--- src/rtl/ram_arbiter.sv ---
// ram_arbiter: front end for the single-port working RAM. It launches one host-selected client
// engine, gives that client exclusive RAM access, tags read returns, and reports finish or timeout.
module ram_arbiter #(
    parameter int DATA_WIDTH     = 8,
    parameter int ADDR_WIDTH     = 8,
    parameter int NUM_CLIENTS    = 3,
    parameter int MODE_WIDTH     = 3,
    parameter int RAM_LATENCY    = 1,
    parameter int TIMEOUT_CYCLES = 4096
) (
    input  logic                             clk,
    input  logic                             reset,
    input  logic [MODE_WIDTH-1:0]            mode,
    input  logic                             start,
    output logic                             busy,
    output logic                             finished,
    output logic                             error,
    output logic [NUM_CLIENTS-1:0]           client_start,
    input  logic [NUM_CLIENTS-1:0]           client_done,
    input  logic [NUM_CLIENTS-1:0]           client_wren,
    input  logic [NUM_CLIENTS*ADDR_WIDTH-1:0] client_addr,
    input  logic [NUM_CLIENTS*DATA_WIDTH-1:0] client_wdata,
    output logic [DATA_WIDTH-1:0]            client_rdata,
    output logic [NUM_CLIENTS-1:0]           client_rvalid,
    output logic                             ram_wren,
    output logic [ADDR_WIDTH-1:0]            ram_address,
    output logic [DATA_WIDTH-1:0]            ram_data,
    input  logic [DATA_WIDTH-1:0]            ram_q
);

    localparam int SEL_W = (NUM_CLIENTS > 1) ? $clog2(NUM_CLIENTS) : 1;
    localparam int CNT_W = (TIMEOUT_CYCLES > 1) ? $clog2(TIMEOUT_CYCLES) : 1;
    localparam logic [CNT_W-1:0] CNT_LAST = CNT_W'(TIMEOUT_CYCLES - 1);

    typedef enum logic [1:0] {
        S_IDLE,
        S_LAUNCH,
        S_RUN
    } state_t;

    state_t                  state;
    state_t                  state_next;
    logic [SEL_W-1:0]        sel;
    logic [CNT_W-1:0]        timeout_cnt;
    logic [RAM_LATENCY-1:0]  pipe_valid;
    logic [SEL_W-1:0]        pipe_sel [RAM_LATENCY];

    logic                    mode_legal;
    logic                    sel_done;
    logic                    sel_wren;
    logic [ADDR_WIDTH-1:0]   sel_addr;
    logic [DATA_WIDTH-1:0]   sel_wdata;
    logic                    timeout_hit;

    assign mode_legal  = (mode != '0) && (int'(mode) <= NUM_CLIENTS);
    assign sel_done    = client_done[sel];
    assign sel_wren    = client_wren[sel];
    assign sel_addr    = client_addr[sel*ADDR_WIDTH +: ADDR_WIDTH];
    assign sel_wdata   = client_wdata[sel*DATA_WIDTH +: DATA_WIDTH];
    // The last RUN cycle before abort is the one where the counter holds TIMEOUT_CYCLES-1.
    assign timeout_hit = (TIMEOUT_CYCLES != 0) && (timeout_cnt == CNT_LAST);

    // NOTE: sequential state uses non-blocking assignments so every register samples pre-edge values.
    always_ff @(posedge clk) begin
        if (reset) begin
            state <= S_IDLE;
        end else begin
            state <= state_next;
        end
    end

    always_comb begin
        // NOTE: default first so no path leaves the variable unassigned (no latch).
        state_next = state;
        unique case (state)
            S_IDLE:   if (start && mode_legal) state_next = S_LAUNCH;
            S_LAUNCH: state_next = S_RUN;
            S_RUN:    if (sel_done || timeout_hit) state_next = S_IDLE;
            default:  state_next = S_IDLE;
        endcase
    end

    always_comb begin
        busy         = (state == S_LAUNCH) || (state == S_RUN);
        client_start = '0;
        ram_wren     = 1'b0;
        ram_address  = '0;
        ram_data     = '0;
        if (state == S_LAUNCH) begin
            client_start[sel] = 1'b1;
        end
        if (state == S_RUN) begin
            ram_wren    = sel_wren;
            ram_address = sel_addr;
            ram_data    = sel_wdata;
        end
        client_rvalid = '0;
        if (pipe_valid[RAM_LATENCY-1]) begin
            client_rvalid[pipe_sel[RAM_LATENCY-1]] = 1'b1;
        end
    end

    assign client_rdata = ram_q;

    // Done takes priority over a coincident timeout, so the two pulses are exclusive.
    always_ff @(posedge clk) begin
        if (reset) begin
            sel         <= '0;
            timeout_cnt <= '0;
            finished    <= 1'b0;
            error       <= 1'b0;
            pipe_valid  <= '0;
        end else begin
            finished <= (state == S_RUN) && sel_done;
            error    <= ((state == S_IDLE) && start && !mode_legal)
                     || ((state == S_RUN) && !sel_done && timeout_hit);
            if ((state == S_IDLE) && start && mode_legal) begin
                sel <= SEL_W'(int'(mode) - 1);
            end
            if (state == S_LAUNCH) begin
                timeout_cnt <= '0;
            end else if (state == S_RUN) begin
                timeout_cnt <= timeout_cnt + CNT_W'(1);
            end
            pipe_valid[0] <= (state == S_RUN) && !sel_wren;
            for (int i = 1; i < RAM_LATENCY; i++) begin
                pipe_valid[i] <= pipe_valid[i-1];
            end
        end
    end

    // NOTE: the tag pipeline is not reset; a tag is only looked at while its valid bit is set.
    always_ff @(posedge clk) begin
        pipe_sel[0] <= sel;
        for (int i = 1; i < RAM_LATENCY; i++) begin
            pipe_sel[i] <= pipe_sel[i-1];
        end
    end

endmodule
--- config.mk ---
export PLATFORM = sky130hd
export DESIGN_NAME = ram_arbiter
export DESIGN_NICKNAME = d
export VERILOG_FILES = /design/src/rtl/ram_arbiter.sv
export SDC_FILE = /design/constraint.sdc
export NUM_CORES = 1
export LEC_CHECK = 0
export ABC_CLOCK_PERIOD_IN_PS = 2200
export BUFFER_PORTS_ARGS = -buffer_cell sky130_fd_sc_hd__buf_2
export CORE_ASPECT_RATIO = 1.1
export CORE_MARGIN = 1.5
export CORE_UTILIZATION = 32
export CTS_BUF_LIST = sky130_fd_sc_hd__clkbuf_2 sky130_fd_sc_hd__clkbuf_4 sky130_fd_sc_hd__clkbuf_8
export DETAILED_ROUTE_END_ITERATION = 10
export PLACE_DENSITY = 0.69
export SYNTH_ARGS = -nofsm -noshare
export SYNTH_HDL_FRONTEND = slang
export SYNTH_SLANG_ARGS = --single-unit
export TNS_END_PERCENT = 30
--- constraint.sdc ---
create_clock -name clk -period 2.2 [get_ports clk]
set_input_delay 0.22 -clock clk [delete_from_list [all_inputs] [get_ports clk]]
set_output_delay 0.22 -clock clk [all_outputs]
set_load 0.01 [all_outputs]
Yosys cells after proc, flatten, opt, wreduce, memory -nomap -nowiden. Memories as Yosys holds them, arrays and structs flattened. Cells that the tools add are included.

Add/subtract/negate cells: 2. Order comparisons: 5. Equality and inequality tests: 5. Shift-type cells: 2. Multiplexer cells: 16. Reduce and logical (&&, ||, !) cells: 21.

Operator list (number): 24-bit by 6-bit variable part select with 8-bit output (2); 8-bit two-way mux (2); 12-bit by 1-bit adder with 12-bit output (second input constant) (1); 12-bit equality test (second input constant) (1); 1-bit logical AND (11); 2-bit by 3-bit < comparator with 1-bit output (second input constant) (2); 3-bit two-way mux (2); 2-bit one-hot mux with 3 select lines (1); 1-bit two-way mux (5); 1-bit binary-select mux with 2-bit select (2); 1-bit demux with 2-bit select (2); 2-bit by 1-bit >= comparator with 1-bit output (second input constant) (2); 2-bit two-way mux (2); 2-bit != test (second input constant) (2); 3-bit by 2-bit less-or-equal comparator with 1-bit output (second input constant) (1); 1-bit zero test (3); 1-bit logical OR (3); 3-bit nonzero test (1); 2-bit by 1-bit equality test with 1-bit output (second input constant) (1); 2-bit equality test (second input constant) (1); 2-bit zero test (1); 2-bit AND reduction (1); 2-bit OR reduction (1); 2-bit by 1-bit subtractor with 2-bit output (second input constant) (1).

Flip-flop bits (word level): 19. Bits in writable memories: 2. Bits of input ports: 68. Output and inout port bits: 34. Logic and storage cells: 58. Memories kept: 1.

Memory list: pipe_sel (depth 1, bits a word 2, rd ports 1, clocked after Yosys merged registers in 0, write ports 1, line 46) `logic [SEL_W-1:0] pipe_sel [RAM_LATENCY];`.

Longest topological paths before layout.
Depth in word-level cells: 6. Depth in mapped cells: 7. Depth with buffers taken out: 6.

Worst setup path after synthesis. Ideal clock, no wire load.

Path type: register to output. Start point: reg sel[1]. End point: out ram_address[0]. Arrival: 1.347 ns. Data required time: 1.980 ns. Setup slack: 0.633 ns. Stages on the path, launching flop included: 8. Path buffers: 3. Cells stage by stage: dfxtp_1 clkbuf_1 nor2b_1 clkbuf_1 clkbuf_1 nand2_1 o21ai_0 and2_1.

Word-level cells in the longest chain between the ends: 2.

RTL lines: from (decl) (line 43) `logic [SEL_W-1:0] sel;`; from (signal assigned) (line 118) `sel <= SEL_W'(int'(mode) - 1);`; 24-bit by 6-bit variable part select with 8-bit output (line 58) `assign sel_addr = client_addr[sel*ADDR_WIDTH +: ADDR_WIDTH];`; 8-bit two-way mux (line 92) `if (state == S_RUN) begin`; to (decl) (line 26) `output logic [ADDR_WIDTH-1:0] ram_address,`.

No other way between the ends.

Worst setup path after layout.
Start point: reg state[0]. End point: out ram_data[2].

Word-level cells in the longest chain between the ends: 2.

RTL lines: from (decl) (line 41) `state_t state;`; from (signal assigned) (line 68) `state <= state_next;`; 2-bit equality test (line 92); 8-bit two-way mux (line 92); to (decl) (line 27) `output logic [DATA_WIDTH-1:0] ram_data,`.

No other way between the ends.

==> impl_metrics.ini <==
[run_status]
status = complete, no violations

[worst_setup_path]
crit_path_end = ram_data[2]
worstSetupStartpoint = state[0]
crit_type = register to primary output
worstPathArrival_ps = 1750
r2r_slack_ps = 300
reg2regPathDepth = 6
critPathLaunchType = register
crit_required_ps = 1980
path_max_fanout = 17
cp-end-kind = primary output
r2r_start = state[0]
r2r_end = timeout_cnt[11]

[clocking]
cts_hold_buf = 0
clkSinkCount = 21
clock_latency_ps = 260
cts_resized = 0
htree_num_levels = 1
cts_buffers = 3
cts_setup_buffers = 0
cts_root_buffer = clkbuf_8
clk_path_buf_depth = 2
clk_pin_slew_ps = 80
tritoncts = yes

[finish]
nets = 349
n_fill_cell = 464
fin_cells = 329
final_util = 0.434
post_route_cells_drive_above_1_share = 0.377
syn_to_final_growth_pct = 28.6
fin_area_um2 = 2050
antennaDiodeCount = 0

[floorplanning]
io_pins = 102
die_height_um = 77.0
core-area_um2 = 4720
start_util = 0.337
dieArea_um2 = 5410
die_w_um = 70.2
num_rows = 26

[timing]
finalWorstSetupSlack_ps = 227
setup_viol = 0
finalCriticalPeriod_ps = 1970
fmaxAchievable_mhz = 507
worstMarginPinSlew_ps = 567
rsz0062_at_grt = no
tns_ps = 0
relSlewSlack = 0.622
hold_viol_final = 0
period_share = 0.897
slew_violations = 0
fin_skew_ps = 4.21
holdWs_ps = 264

[detailed_routing]
wire_per_inst_um = 11.7
drc = 0
routed_wl_um = 3860
via_per_inst = 4.77
drt_pass1_iterations = 4
drt-initial-drc-count = 44
vias = 1568
ant_nets = 0

[synth]
syn-num-nets = 274
synthTopCellsByCount = 22 x mux2i_1, 22 x nand2_1, 21 x dfxtp_1
synth_xor_area_frac = 0.0550
synth_cell_types = 36
synth.area.top_cells = dfxtp_1 26%, mux2i_1 14%, and2_1 7.1%
synth_top_area_share = 0.264
synth_ff_type = dfxtp_1
ys_seq_area_frac = 0.264
synthAdderAreaFrac = 0.0550
yosysWarnings = 0
syn_inst = 199
synth_edf_count = 0
syn_avg_cell_area_um2 = 8.00
synth_area_um2 = 1590
ys_async_sr_fraction = 0
synth-seq-cells = 21
synth_mux_area_frac = 0.138
synth_compound_area_frac = 0.0857
yosysTopAreaCell = dfxtp_1
synth-simple-area-share = 0.310
synth_top_family_by_area = simple AND/OR/NAND/NOR gates

[pwr]
internal-power_mw = 0.746
ir_drop_mv = 0.334
p_leak_nw = 0.947
p_comb_frac = 0.396
sequentialPowerShare = 0.379
p_sw_frac = 0.335
p_total_mw = 1.12
p_per_area_nw_per_um2 = 548
clock_power_share = 0.225
switchingPower_mw = 0.376

[global_routing]
first_global_vias = 1401
antenna_found_initial = 0
track_usage = 0.135
gr-total-overflow = 0
grt_first_pass_wirelength_um = 6070
grt_max_degree = 19

[place]
dp_hpwl_um = 3090
gp_congestion = 0.806
placed_cells = 325
pre_cts_ws_ps = 318
place_area_um2 = 2000
portBuffers = 85

[run]
maxCapViolCount = 0

[hold_path]
hp-class = input pin to register
-- cell usage in the layout, fill, tap and decap left out, types with 2 or more instances in the layout --
cell type  Yosys  routed
a21oi_1        2       2
and2_1        18      18
and3b_1        3       3
buf_2          1      85
buf_4          8       5
clkbuf_8       1       3
dfxtp_1       21      21
ha_1           7       7
inv_1          6       6
mux2i_1       22      22
nand2_1       22      22
nand3_1        5       5
nand3b_1       2       2
nand4_1        3       3
nor2_1        15      15
nor3_1         4       4
nor3b_1        3       3
nor4_1         2       2
o21ai_0       19      19
or2_2          2       2
or2b_2         3       3
xnor2_1        7       7
xor2_1         3       3
-- state kept, by name, summed over array words and instances, names as in the netlist --
name and count:
timeout_cnt 12, pipe_sel 2, sel 2, state 2, error 1, finished 1
pipe_valid 1
-- how the worst min path moves through the flow --
| stage | start | to | slack [ps] | depth (start not counted) |
|---|---|---|---|---|
| floorplan | sel[1] | pipe_sel[0][1] | 330 | 0 |
| global placement | ram_q[2] | client_rdata[2] | 440 | 0 |
| detailed placement | ram_q[2] | client_rdata[2] | 440 | 0 |
| CTS | reset | sel[0] | 260 | 2 |
| global route | reset | sel[0] | 280 | 2 |
| finish | reset | sel[0] | 260 | 2 |
-- routing by layer --
| layer | GRT usage | vias up | routed length (um) |
|---|---|---|---|
| met4 | 0.0365 | 0 | 62 |
| met3 | 0.0237 | 8 | 221 |
| met1 | 0.168 | 701 | 1680 |
| li1 | - | 810 | - |
| met2 | 0.237 | 49 | 1890 |
| met5 | 0 | - | 0 |
-- worst max-delay path, cell delays in order (launching register included) --
cell and delay [ps]:
dfxtp_1 330, inv_1 110, ha_1 530, buf_4 260
and2_1 130, buf_2 130
-- power by group through the flow --
stage / registers (mW) / clock network, mW / logic [mW]
2_1_floorplan: 0.430 / 0 / 0.309
3_3_place_gp: 0.431 / 0 / 0.440
3_5_place_dp: 0.434 / 0 / 0.445
4_1_cts: 0.425 / 0.257 / 0.449
5_1_grt: 0.430 / 0.279 / 0.490
6_report: 0.425 / 0.252 / 0.444
-- logic make-up (layout without fill, tap and decap cells) --
logic type	after synthesis	after routing
AOI/OAI and AO/OA	24	24
adders and majority gates	7	7
xor gates and xnor gates	10	10
buffers and inverters	26	100
DFF	21	21
muxes	22	22
and+or+nand+nor	89	89
-- cell type report --
type                            count  area (um2)  share of cell area
Clock buffer                        3        41.3              0.0202
Clock inverter                      1        5.00             0.00244
Multi-Input combinational cell    152        1020               0.501
Timing Repair Buffer               90         463               0.226
Inverter                            6        22.5              0.0110
Tap cell                           56        70.1              0.0342
Sequential cell                    21         420               0.205
Power figures use the tool's default switching activity.
